`src/rtl/sevenseg_pkg.sv`:
```
// Shared constants and types for the seven-segment display chain.
// The segment decoder imports the same patterns so blanking agrees with it.
package sevenseg_pkg;

  typedef logic [6:0] seg_t;

  localparam seg_t ZERO_PATTERN  = 7'b1000000;
  localparam seg_t BLANK_PATTERN = 7'h7F;

  // Counter width for a modulus n, never narrower than one bit.
  function automatic int cwidth(input int n);
    return (n > 1) ? $clog2(n) : 1;
  endfunction

endpackage

```
`src/rtl/sevenseg_scan_if.sv`:
```
// Bus between the segment-decode chain and the scan driver.
// The master side supplies patterns and controls; the slave side drives the display pins.
interface sevenseg_scan_if
  import sevenseg_pkg::*;
#(
  parameter int NDIGITS = 4
);

  logic [7*NDIGITS-1:0] segs_in;
  logic                 load;
  logic                 blank_lz;
  seg_t                 segments;
  logic [NDIGITS-1:0]   anodes;
  logic                 frame;

  modport master (
    output segs_in, load, blank_lz,
    input  segments, anodes, frame
  );

  modport slave (
    input  segs_in, load, blank_lz,
    output segments, anodes, frame
  );

endinterface

```
`src/rtl/sevenseg_scan_timer.sv`:
```
// Refresh prescaler and digit-slot index for the scan driver.
// wrap marks the last cycle of a frame; frame is its registered one-cycle pulse.
module scan_timer
  import sevenseg_pkg::*;
#(
  parameter  int NDIGITS  = 4,
  parameter  int PRESCALE = 50000,
  parameter  int DEADTIME = 2,
  localparam int CW       = cwidth(PRESCALE),
  localparam int IW       = cwidth(NDIGITS)
) (
  input  logic          clock,
  input  logic          n_reset,
  output logic [IW-1:0] idx,
  output logic          in_dead,
  output logic          wrap,
  output logic          frame
);

  localparam logic [CW-1:0] CNT_LAST = CW'(PRESCALE - 1);
  localparam logic [IW-1:0] IDX_LAST = IW'(NDIGITS - 1);
  localparam logic [CW-1:0] DEAD_N   = CW'(DEADTIME);

  logic [CW-1:0] cnt;
  logic          tc;

  assign tc      = (cnt == CNT_LAST);
  assign wrap    = tc && (idx == IDX_LAST);
  assign in_dead = (cnt < DEAD_N);

  always_ff @(posedge clock or negedge n_reset) begin
    if (!n_reset) begin
      cnt   <= '0;
      idx   <= '0;
      frame <= 1'b0;
    end else begin
      frame <= wrap;
      if (tc) begin
        cnt <= '0;
        idx <= (idx == IDX_LAST) ? '0 : idx + 1'b1;
      end else begin
        cnt <= cnt + 1'b1;
      end
    end
  end

endmodule

```
`src/rtl/sevenseg_scan.sv`:
```
// Time-multiplexed common-anode seven-segment scan driver with double-buffered
// patterns, leading-zero blanking and per-slot anode dead time.
module sevenseg_scan
  import sevenseg_pkg::*;
#(
  parameter  int NDIGITS  = 4,
  parameter  int PRESCALE = 50000,
  parameter  int DEADTIME = 2,
  localparam int IW       = cwidth(NDIGITS)
) (
  input  logic           clock,
  input  logic           n_reset,
  sevenseg_scan_if.slave bus
);

  logic [7*NDIGITS-1:0] shadow;
  logic [7*NDIGITS-1:0] display;
  logic                 pending;

  logic [IW-1:0]        idx;
  logic                 in_dead;
  logic                 wrap;
  logic                 frame_w;

  seg_t                 digit [NDIGITS];
  logic [NDIGITS-1:0]   blank_mask;
  logic                 zero_run;

  seg_t                 seg_p0;
  logic [NDIGITS-1:0]   an_p0;

  scan_timer #(
    .NDIGITS  (NDIGITS),
    .PRESCALE (PRESCALE),
    .DEADTIME (DEADTIME)
  ) u_timer (
    .clock   (clock),
    .n_reset (n_reset),
    .idx     (idx),
    .in_dead (in_dead),
    .wrap    (wrap),
    .frame   (frame_w)
  );

  for (genvar k = 0; k < NDIGITS; k++) begin : g_digit
    assign digit[k] = display[7*k +: 7];
  end

  // A load in the wrap cycle still hands the old shadow to the display and
  // keeps pending set, so the new pattern moves across one frame later.
  always_ff @(posedge clock or negedge n_reset) begin
    if (!n_reset) begin
      shadow  <= '1;
      display <= '1;
      pending <= 1'b0;
    end else begin
      if (wrap && pending) begin
        display <= shadow;
      end
      if (bus.load) begin
        shadow  <= bus.segs_in;
        pending <= 1'b1;
      end else if (wrap) begin
        pending <= 1'b0;
      end
    end
  end

  // Walk down from the top digit; a digit blanks while every digit at or above it is zero.
  always_comb begin
    blank_mask = '0;
    zero_run   = 1'b1;
    for (int k = NDIGITS - 1; k >= 1; k--) begin
      zero_run      = zero_run && (digit[k] == ZERO_PATTERN);
      blank_mask[k] = bus.blank_lz && zero_run;
    end
  end

  // Output stage: registered from this cycle's slot index and dead-time flag.
  always_ff @(posedge clock or negedge n_reset) begin
    if (!n_reset) begin
      seg_p0 <= BLANK_PATTERN;
      an_p0  <= '1;
    end else begin
      seg_p0 <= blank_mask[idx] ? BLANK_PATTERN : digit[idx];
      an_p0  <= in_dead ? '1 : ~(NDIGITS'(1) << idx);
    end
  end

  assign bus.segments = seg_p0;
  assign bus.anodes   = an_p0;
  assign bus.frame    = frame_w;

endmodule

```
`src/flat_wrapper.sv`:
```
// flat-port wrapper written by rule: the top's interface ports become plain ports
module sevenseg_scan_flat import sevenseg_pkg::*;
#(
  parameter  int NDIGITS  = 4,
  parameter  int PRESCALE = 50000,
  parameter  int DEADTIME = 2,
  localparam int IW       = cwidth(NDIGITS)
)
  (clock, n_reset, bus_segs_in, bus_load, bus_blank_lz, bus_segments, bus_anodes, bus_frame);
  sevenseg_scan_if #(.NDIGITS(NDIGITS)) bus_i ();
  input  logic clock;
  input  logic n_reset;
  input wire logic [$bits(bus_i.segs_in)-1:0] bus_segs_in;
  input wire logic [$bits(bus_i.load)-1:0] bus_load;
  input wire logic [$bits(bus_i.blank_lz)-1:0] bus_blank_lz;
  output wire logic [$bits(bus_i.segments)-1:0] bus_segments;
  output wire logic [$bits(bus_i.anodes)-1:0] bus_anodes;
  output wire logic [$bits(bus_i.frame)-1:0] bus_frame;
  assign bus_i.segs_in = bus_segs_in;
  assign bus_i.load = bus_load;
  assign bus_i.blank_lz = bus_blank_lz;
  assign bus_segments = bus_i.segments;
  assign bus_anodes = bus_i.anodes;
  assign bus_frame = bus_i.frame;
  sevenseg_scan #(.NDIGITS(NDIGITS), .PRESCALE(PRESCALE), .DEADTIME(DEADTIME)) u_core (.clock(clock), .n_reset(n_reset), .bus(bus_i));
endmodule
```
`config.mk`:
```
export PLATFORM = sky130hd
export DESIGN_NAME = sevenseg_scan_flat
export DESIGN_NICKNAME = d
export VERILOG_FILES = /design/src/rtl/sevenseg_pkg.sv /design/src/rtl/sevenseg_scan_if.sv /design/src/rtl/sevenseg_scan_timer.sv /design/src/rtl/sevenseg_scan.sv /design/src/flat_wrapper.sv
export SDC_FILE = /design/constraint.sdc
export NUM_CORES = 1
export LEC_CHECK = 0
export BUFFER_PORTS_ARGS = -buffer_cell sky130_fd_sc_hd__clkbuf_2
export CORE_AREA = 2 2 83 85
export DETAILED_ROUTE_END_ITERATION = 16
export DIE_AREA = 0 0 85 87
export PLACE_DENSITY = 0.8
export SLEW_MARGIN = 30
export SYNTH_ARGS = -nofsm -noshare
export SYNTH_HDL_FRONTEND = slang
export SYNTH_SLANG_ARGS = --single-unit
```
`constraint.sdc`:
```
create_clock -name clock -period 7.1 [get_ports clock]
set_clock_uncertainty 0.2 [all_clocks]
set_input_delay 1.065 -clock clock [delete_from_list [all_inputs] [get_ports clock]]
set_output_delay 1.065 -clock clock [all_outputs]
set_load 0.1 [all_outputs]
```
==> results of run 1 <==
[routing by layer]
metal | share of wire (%) | up-vias
li1 | - | 999
met1 | 48 | 1075
met2 | 46 | 51
met3 | 4.4 | 5
met4 | 1.3 | 0
met5 | 0 | -
[kinds of logic (layout without fill, tap and decap cells)]
group / count (synthesis) / in the layout
buffers and inverters: 15 / 65
AOI/OAI and AO/OA: 10 / 10
adders and majority gates: 5 / 5
muxes: 63 / 63
DFF: 87 / 87
xor gates and xnor gates: 11 / 11
and+or+nand+nor: 65 / 65
[path summary, 6_finish.rpt]
kind	depth (start not counted)	endpoint	slack (ns)	start
setup / recovery	5	u_core.display[14]$_DFFE_PN1P_	4.05	u_core.u_timer.cnt[12]$_DFF_PN0_
hold / removal	1	u_core.u_timer.cnt[0]$_DFF_PN0_	0.29	u_core.u_timer.cnt[0]$_DFF_PN0_
setup reg to reg	5	u_core.display[14]$_DFFE_PN1P_	4.05	u_core.u_timer.cnt[12]$_DFF_PN0_
hold reg to reg	1	u_core.u_timer.cnt[0]$_DFF_PN0_	0.29	u_core.u_timer.cnt[0]$_DFF_PN0_
max in group asynchronous	1	u_core.u_timer.idx[1]$_DFFE_PN0N_	5.64	n_reset
min in group asynchronous	1	u_core.u_timer.idx[0]$_DFFE_PN0N_	0.57	n_reset
[through the flow]
step,cells,setup slack [ns]
final,386,4.05
after global placement,370,4.17
after global routing,386,3.87
after detailed placement,370,4.06
after floorplan,256,4.70
after CTS,386,4.04
[final cells by class]
type,count,area (µm²)
clock inverters,4,72.6
flip-flops and latches,87,2260
clock buffers,12,178
fillers,458,2280
repair buffers,44,229
multi-input cells,154,1430
inverters,5,18.8
well taps,80,100
[cell usage in the layout (no fill, tap or decap), types with 6 or more instances in the layout]
cell type,instances
dfstp_2,67
clkbuf_2,42
mux2_2,36
mux2_4,20
dfrtp_1,20
nor2_1,14
nand2_1,13
xor2_1,9
clkbuf_8,9
nand4_1,7
mux4_2,7
or2_2,7
nand3_1,6
[state kept, by name, summed over array words and instances, names as in the netlist]
| name | flops |
|---|---|
| u_core.pending | 1 |
| u_core.display | 28 |
| u_core.u_timer.frame | 1 |
| u_core.shadow | 28 |
| u_core.u_timer.cnt | 16 |
| u_core.bus.anodes | 4 |
| u_core.bus.segments | 7 |
| u_core.u_timer.idx | 2 |
[power by group]
group / total (W) / internal (W) / switching (W)
registers: 0.000534 / 0.000525 / 0.00000932
clock network: 0.000409 / 0.000241 / 0.000168
logic: 0.0000385 / 0.0000209 / 0.0000176
==> results.sh, run 1 <==
export IMPL_netlist_area_um2=3790
export IMPL_end_kind="register"
export IMPL_crit_required_ns=7.17
export IMPL_overflow=0
export IMPL_setup_violations=0
export IMPL_path_clk_slew_ns=0.09
export IMPL_wire_per_inst_um=16.3
export IMPL_yosysTopAreaCell="dfstp_2"
export IMPL_synth_top_area_share_pct=46.4
export IMPL_yosysSeqAreaShare_pct=59.6
export IMPL_antennaDiodeCount=0
export IMPL_root_buffer="clkbuf_8"
export IMPL_p_leak_nw=1.84
export IMPL_ant_nets=0
export IMPL_power_w=0.000981
export IMPL_grt_pass1_vias=2171
export IMPL_cts_sinks=87
export IMPL_grt_pass1_wl_mm=10.8
export IMPL_cp_cell_sequence="or4_4 > nor4_4 > and3_1 > buf_4 > mux2_2"
export IMPL_cts_buffers=9
export IMPL_hpwl_mm=4.14
export IMPL_drt_initial_drc_count=126
export IMPL_criticalPathCategory="register to register"
export IMPL_postPlaceCellArea_um2=4040
export IMPL_die_h_um=87
export IMPL_outcome="complete, no violations"
export IMPL_die_w_um=85
export IMPL_arrival_ns=3.12
export IMPL_io_pins=44
export IMPL_synth_top_family_by_area="multiplexers"
export IMPL_synthToLayoutAreaGrowth_pct=13.2
export IMPL_synth_area_top_cells="dfstp_2 46%, dfrtp_1 13%, mux2_2 11%"
export IMPL_antenna_found_initial=0
export IMPL_cts_tree="built"
export IMPL_die_area_um2=7400
export IMPL_core_um2=6570
export IMPL_ys_flop_type="dfstp_2"
export IMPL_cpMaxStageDelayCell="nor4_4"
export IMPL_tightestPinTransition_ns=0.744
export IMPL_post_cts_buffers=0
export IMPL_hold_viol_final=0
export IMPL_syn_nets=293
export IMPL_nets=338
export IMPL_setup_tns_ns=0
export IMPL_use_met2_pct=28.1
export IMPL_gp_congestion=0.848
export IMPL_ys_types=31
export IMPL_viasPerCell=5.52
export IMPL_synth_seq_cells=87
export IMPL_clk_latency_ns=0.34
export IMPL_drive_gt1_share_pct=64.7
export IMPL_yosysWarningCount=0
export IMPL_ctsResizeCount=0
export IMPL_start_util_pct=57.7
export IMPL_fin_area_um2=4290
export IMPL_slowest_delay_ns=0.68
export IMPL_power_density_nw_per_um2=229
export IMPL_fin_crit_sh_pct=43.0
export IMPL_rsz0062_at_grt="no"
export IMPL_rows=30
export IMPL_io_buffers=43
export IMPL_async_reset_ff_share_pct=100
export IMPL_synthSimpleGateAreaFrac_pct=9.37
export IMPL_htreeDepth=3
export IMPL_grt_max_degree=88
export IMPL_synth_compound_area_share_pct=1.49
export IMPL_cts_max_path_buffers=2
export IMPL_cap_violations=0
export IMPL_synth_most_common_cell="dfstp_2"
export IMPL_post_route_drc_count=0
export IMPL_crit_path_max_fanout=28
export IMPL_synthXorXnorAreaFrac_pct=2.54
export IMPL_fin_crit_ns=3.05
export IMPL_grt_use_met1_pct=27.6
export IMPL_dr_total_vias=2130
export IMPL_max_clock_freq_mhz=328
export IMPL_syn_area_per_cell_um2=14.8
export IMPL_critPathTopFamily="simple AND/OR/NAND/NOR gates"
export IMPL_hold_buffers=0
export IMPL_post_route_util_pct=65.4
export IMPL_maxSlewHeadroom_pct=50.4
export IMPL_worstHoldPathType="register to register"
export IMPL_synth_cells=256
export IMPL_finalMaxSlewViolations=0
export IMPL_synth_edff_count=0
export IMPL_synth_mux_area_share_pct=22.8
export IMPL_wl_mm=6.28
export IMPL_use_met3_pct=4.45
export IMPL_crit_buf_inv=1
export IMPL_worst_setup_path_start_kind="register"
export IMPL_synth_adder_area_share_pct=1.65
export IMPL_worst_hold_slack_ns=0.292
export IMPL_dr_pass1_iters=4
export IMPL_synthTopCellsByCount="67 x dfstp_2, 36 x mux2_2, 20 x dfrtp_1, 20 x mux2_4, 14 x nor2_1"
export IMPL_grt_usage_pct=18.9
export IMPL_grt_busiest_layer="met2"
export IMPL_vdd_drop_max_mv=0.188
Note: power is estimated with default switching activity, not from simulation.
==> run 2, diff against run 1 <==
--- a/config.mk
+++ b/config.mk
@@ -5,11 +5,12 @@
 export SDC_FILE = /design/constraint.sdc
 export NUM_CORES = 1
 export LEC_CHECK = 0
+export ABC_AREA = 1
 export BUFFER_PORTS_ARGS = -buffer_cell sky130_fd_sc_hd__clkbuf_2
-export CORE_AREA = 2 2 83 85
+export CORE_AREA = 2 2 91 93
 export DETAILED_ROUTE_END_ITERATION = 16
-export DIE_AREA = 0 0 85 87
-export PLACE_DENSITY = 0.8
+export DIE_AREA = 0 0 93 95
+export PLACE_DENSITY = 0.75
 export SLEW_MARGIN = 30
 export SYNTH_ARGS = -nofsm -noshare
 export SYNTH_HDL_FRONTEND = slang
==> constraint.sdc (replaced) <==
create_clock -name clock -period 2.7 [get_ports clock]
set_clock_uncertainty 0.2 [all_clocks]
set_input_delay 0.405 -clock clock [delete_from_list [all_inputs] [get_ports clock]]
set_output_delay 0.405 -clock clock [all_outputs]
set_load 0.1 [all_outputs]
==> results.sh, run 2 <==
export IMPL_die_h_um=95
export IMPL_antenna_found_initial=0
export IMPL_io_buffers=43
export IMPL_start_util_pct=51.4
export IMPL_gp_congestion=0.912
export IMPL_postPlaceCellArea_um2=4350
export IMPL_power_density_nw_per_um2=526
export IMPL_power_switching_w=0.000545
export IMPL_netlist_area_um2=4080
export IMPL_grt_pass1_wl_mm=14.2
export IMPL_synth_edff_count=0
export IMPL_vdd_drop_max_mv=0.359
export IMPL_synth_area_top_cells="dfstp_2 43%, nand2_1 17%, dfrtp_1 12%"
export IMPL_crit_path_frequent_cell="nand2_1"
export IMPL_drive_gt1_share_pct=27.2
export IMPL_final_cell_mix="183 x nand2_1, 67 x dfstp_2, 48 x nor2_1, 42 x clkbuf_2, 33 x inv_1"
export IMPL_cts_tree="built"
export IMPL_max_clock_freq_mhz=489
export IMPL_async_reset_ff_share_pct=100
export IMPL_crit_path_max_fanout=28
export IMPL_outcome="complete, no violations"
export IMPL_synthTopCellsByCount="183 x nand2_1, 67 x dfstp_2, 48 x nor2_1"
export IMPL_finalNonFillerCells=635
export IMPL_power_frac_seq_pct=57.7
export IMPL_dp_slack_ns=0.721
export IMPL_htreeDepth=3
export IMPL_clk_latency_ns=0.36
export IMPL_grt_usage_pct=20.6
export IMPL_fin_crit_sh_pct=75.8
export IMPL_nets=562
export IMPL_hold_viol_final=0
export IMPL_antennaDiodeCount=0
export IMPL_reg_top3="u_core.display: 28 flops, u_core.shadow: 28 flops, u_core.u_timer.cnt: 16 flops"
export IMPL_cp_cell_sequence="ha_1 > nand4_4 > nand2_1 > nand2_1"
export IMPL_synth_cells=481
export IMPL_die_w_um=93
export IMPL_maxSlewHeadroom_pct=60.1
export IMPL_grt_max_degree=51
export IMPL_rsz0062_at_grt="no"
export IMPL_clock_power_share_pct=38.1
export IMPL_yosysSeqAreaShare_pct=55.4
export IMPL_comb_power_share_pct=4.2
export IMPL_fin_area_um2=4590
export IMPL_synth_seq_cells=87
export IMPL_cpMaxStageDelayCell="dfrtp_1"
export IMPL_worst_setup_path_start_kind="register"
export IMPL_post_cts_buffers=0
export IMPL_cap_violations=0
export IMPL_grt_pass1_vias=3071
export IMPL_setup_violations=0
export IMPL_cts_sinks=87
export IMPL_cts_buffers=9
export IMPL_syn_nets=518
export IMPL_post_route_drc_count=0
export IMPL_path_clk_slew_ns=0.09
export IMPL_overflow=0
export IMPL_ant_nets=0
export IMPL_slowest_delay_ns=0.57
export IMPL_hold_depth=3
export IMPL_crit_buf_inv=0
export IMPL_fin_crit_ns=2.05
export IMPL_cts_max_path_buffers=2
export IMPL_wl_mm=8.11
export IMPL_p_leak_nw=2.22
export IMPL_arrival_ns=2.14
export IMPL_viasPerCell=4.99
export IMPL_intPower_w=0.00187
export IMPL_yosysTopAreaCell="dfstp_2"
export IMPL_end_kind="register"
export IMPL_synth_top_area_share_pct=43.2
export IMPL_criticalPathCategory="register to register"
export IMPL_nFillCells=740
export IMPL_die_area_um2=8840
export IMPL_dr_pass1_iters=6
export IMPL_drt_initial_drc_count=205
export IMPL_ys_flop_type="dfstp_2"
export IMPL_root_buffer="clkbuf_8"
export IMPL_setup_tns_ns=0
export IMPL_yosysWarningCount=0
export IMPL_reg2reg_depth=4
export IMPL_rows=33
export IMPL_synth_most_common_cell="nand2_1"
export IMPL_place_inst=616
export IMPL_ys_types=27
export IMPL_crit_required_ns=2.79
export IMPL_worstHoldPathType="input port to register"
export IMPL_cp_depth=4
export IMPL_core_um2=7930
export IMPL_p_sw_share_pct=22.6
export IMPL_dr_total_vias=3170
export IMPL_io_pins=44
export IMPL_critPathTopFamily="simple AND/OR/NAND/NOR gates"
export IMPL_finalMaxSlewViolations=0
export IMPL_hpwl_mm=5.89
export IMPL_setup_slack_ns=0.654
export IMPL_wire_per_inst_um=12.8
export IMPL_synthToLayoutAreaGrowth_pct=12.5
export IMPL_tightestPinTransition_ns=0.599
export IMPL_syn_area_per_cell_um2=8.48
export IMPL_layout_commonest_cell="nand2_1"
## run 2: cell families after synthesis
logic type / Yosys count / synth area share [%]
xor+xnor: 7 / 1.50
fa+ha+maj: 5 / 1.53
buf+inv: 55 / 6.41
simple gates: 291 / 30.5
compound gates: 36 / 4.57
flops: 87 / 55.4
## run 2: per-stage QoR
step                      hold slack [ns]  utilization (%)  power, W
after floorplan                   -0.0906                -   0.00145
after global placement              0.245             54.9   0.00151
after detailed placement            0.247             54.9   0.00152
after CTS                         0.00213             57.7   0.00244
after global routing              0.00904             57.9   0.00253
final                              0.0136             57.9   0.00241
## run 2: power groups by stage
stage / logic [W] / clock network (W) / registers, W
global placement: 0.0000981 / 0 / 0.00141
floorplan: 0.0000441 / 0 / 0.00141
detailed placement: 0.000102 / 0 / 0.00141
global route: 0.000122 / 0.00101 / 0.00140
CTS: 0.000105 / 0.000948 / 0.00139
finish: 0.000102 / 0.000919 / 0.00139
## run 2: timing repair
action | 4_1_cts | 5_1_grt
hold endpoints to repair | 21 | 1
resized for setup | 0 | 0
hold buffers | 2 | 1
## run 2: per-layer routing
layer,vias up,share of wire (%),track usage [%]
met4,0,1.6,6.50
met2,81,49,34.7
met1,1450,45,26.7
met5,-,0,0
li1,1625,-,-
met3,14,4.2,4.79
## run 2: area by class of cell
class,instances,area (µm²),area share (%)
sequential,87,2260,49.3
multi-input combinational,339,1560,33.9
timing repair buffer,54,308,6.71
clock buffer,10,138,3.00
tap,105,131,2.86
inverter,34,128,2.78
clock inverter,6,67.6,1.47
## run 2: path summary, 6_finish.rpt
| kind | start | endpoint | slack [ns] |
|---|---|---|---|
| max | u_core.u_timer.idx[1]$_DFFE_PN0N_ | u_core.display[15]$_DFFE_PN1P_ | 0.65 |
| min | bus_segs_in[21] | u_core.shadow[21]$_DFFE_PN1P_ | 0.01 |
| max reg2reg | u_core.u_timer.idx[1]$_DFFE_PN0N_ | u_core.display[15]$_DFFE_PN1P_ | 0.65 |
| min reg2reg | u_core.shadow[15]$_DFFE_PN1P_ | u_core.shadow[15]$_DFFE_PN1P_ | 0.26 |
| max in group asynchronous | n_reset | u_core.shadow[15]$_DFFE_PN1P_ | 1.15 |
| min in group asynchronous | n_reset | u_core.u_timer.cnt[13]$_DFF_PN0_ | 0.39 |
## run 2: worst reg2reg max path: cells and delay by family, from the launching register on
family / cells / cell delay [ns]
AND/OR/NAND/NOR: 3 / 0.72
flip-flops: 1 / 0.57
adder cells (fa/ha/maj): 1 / 0.49
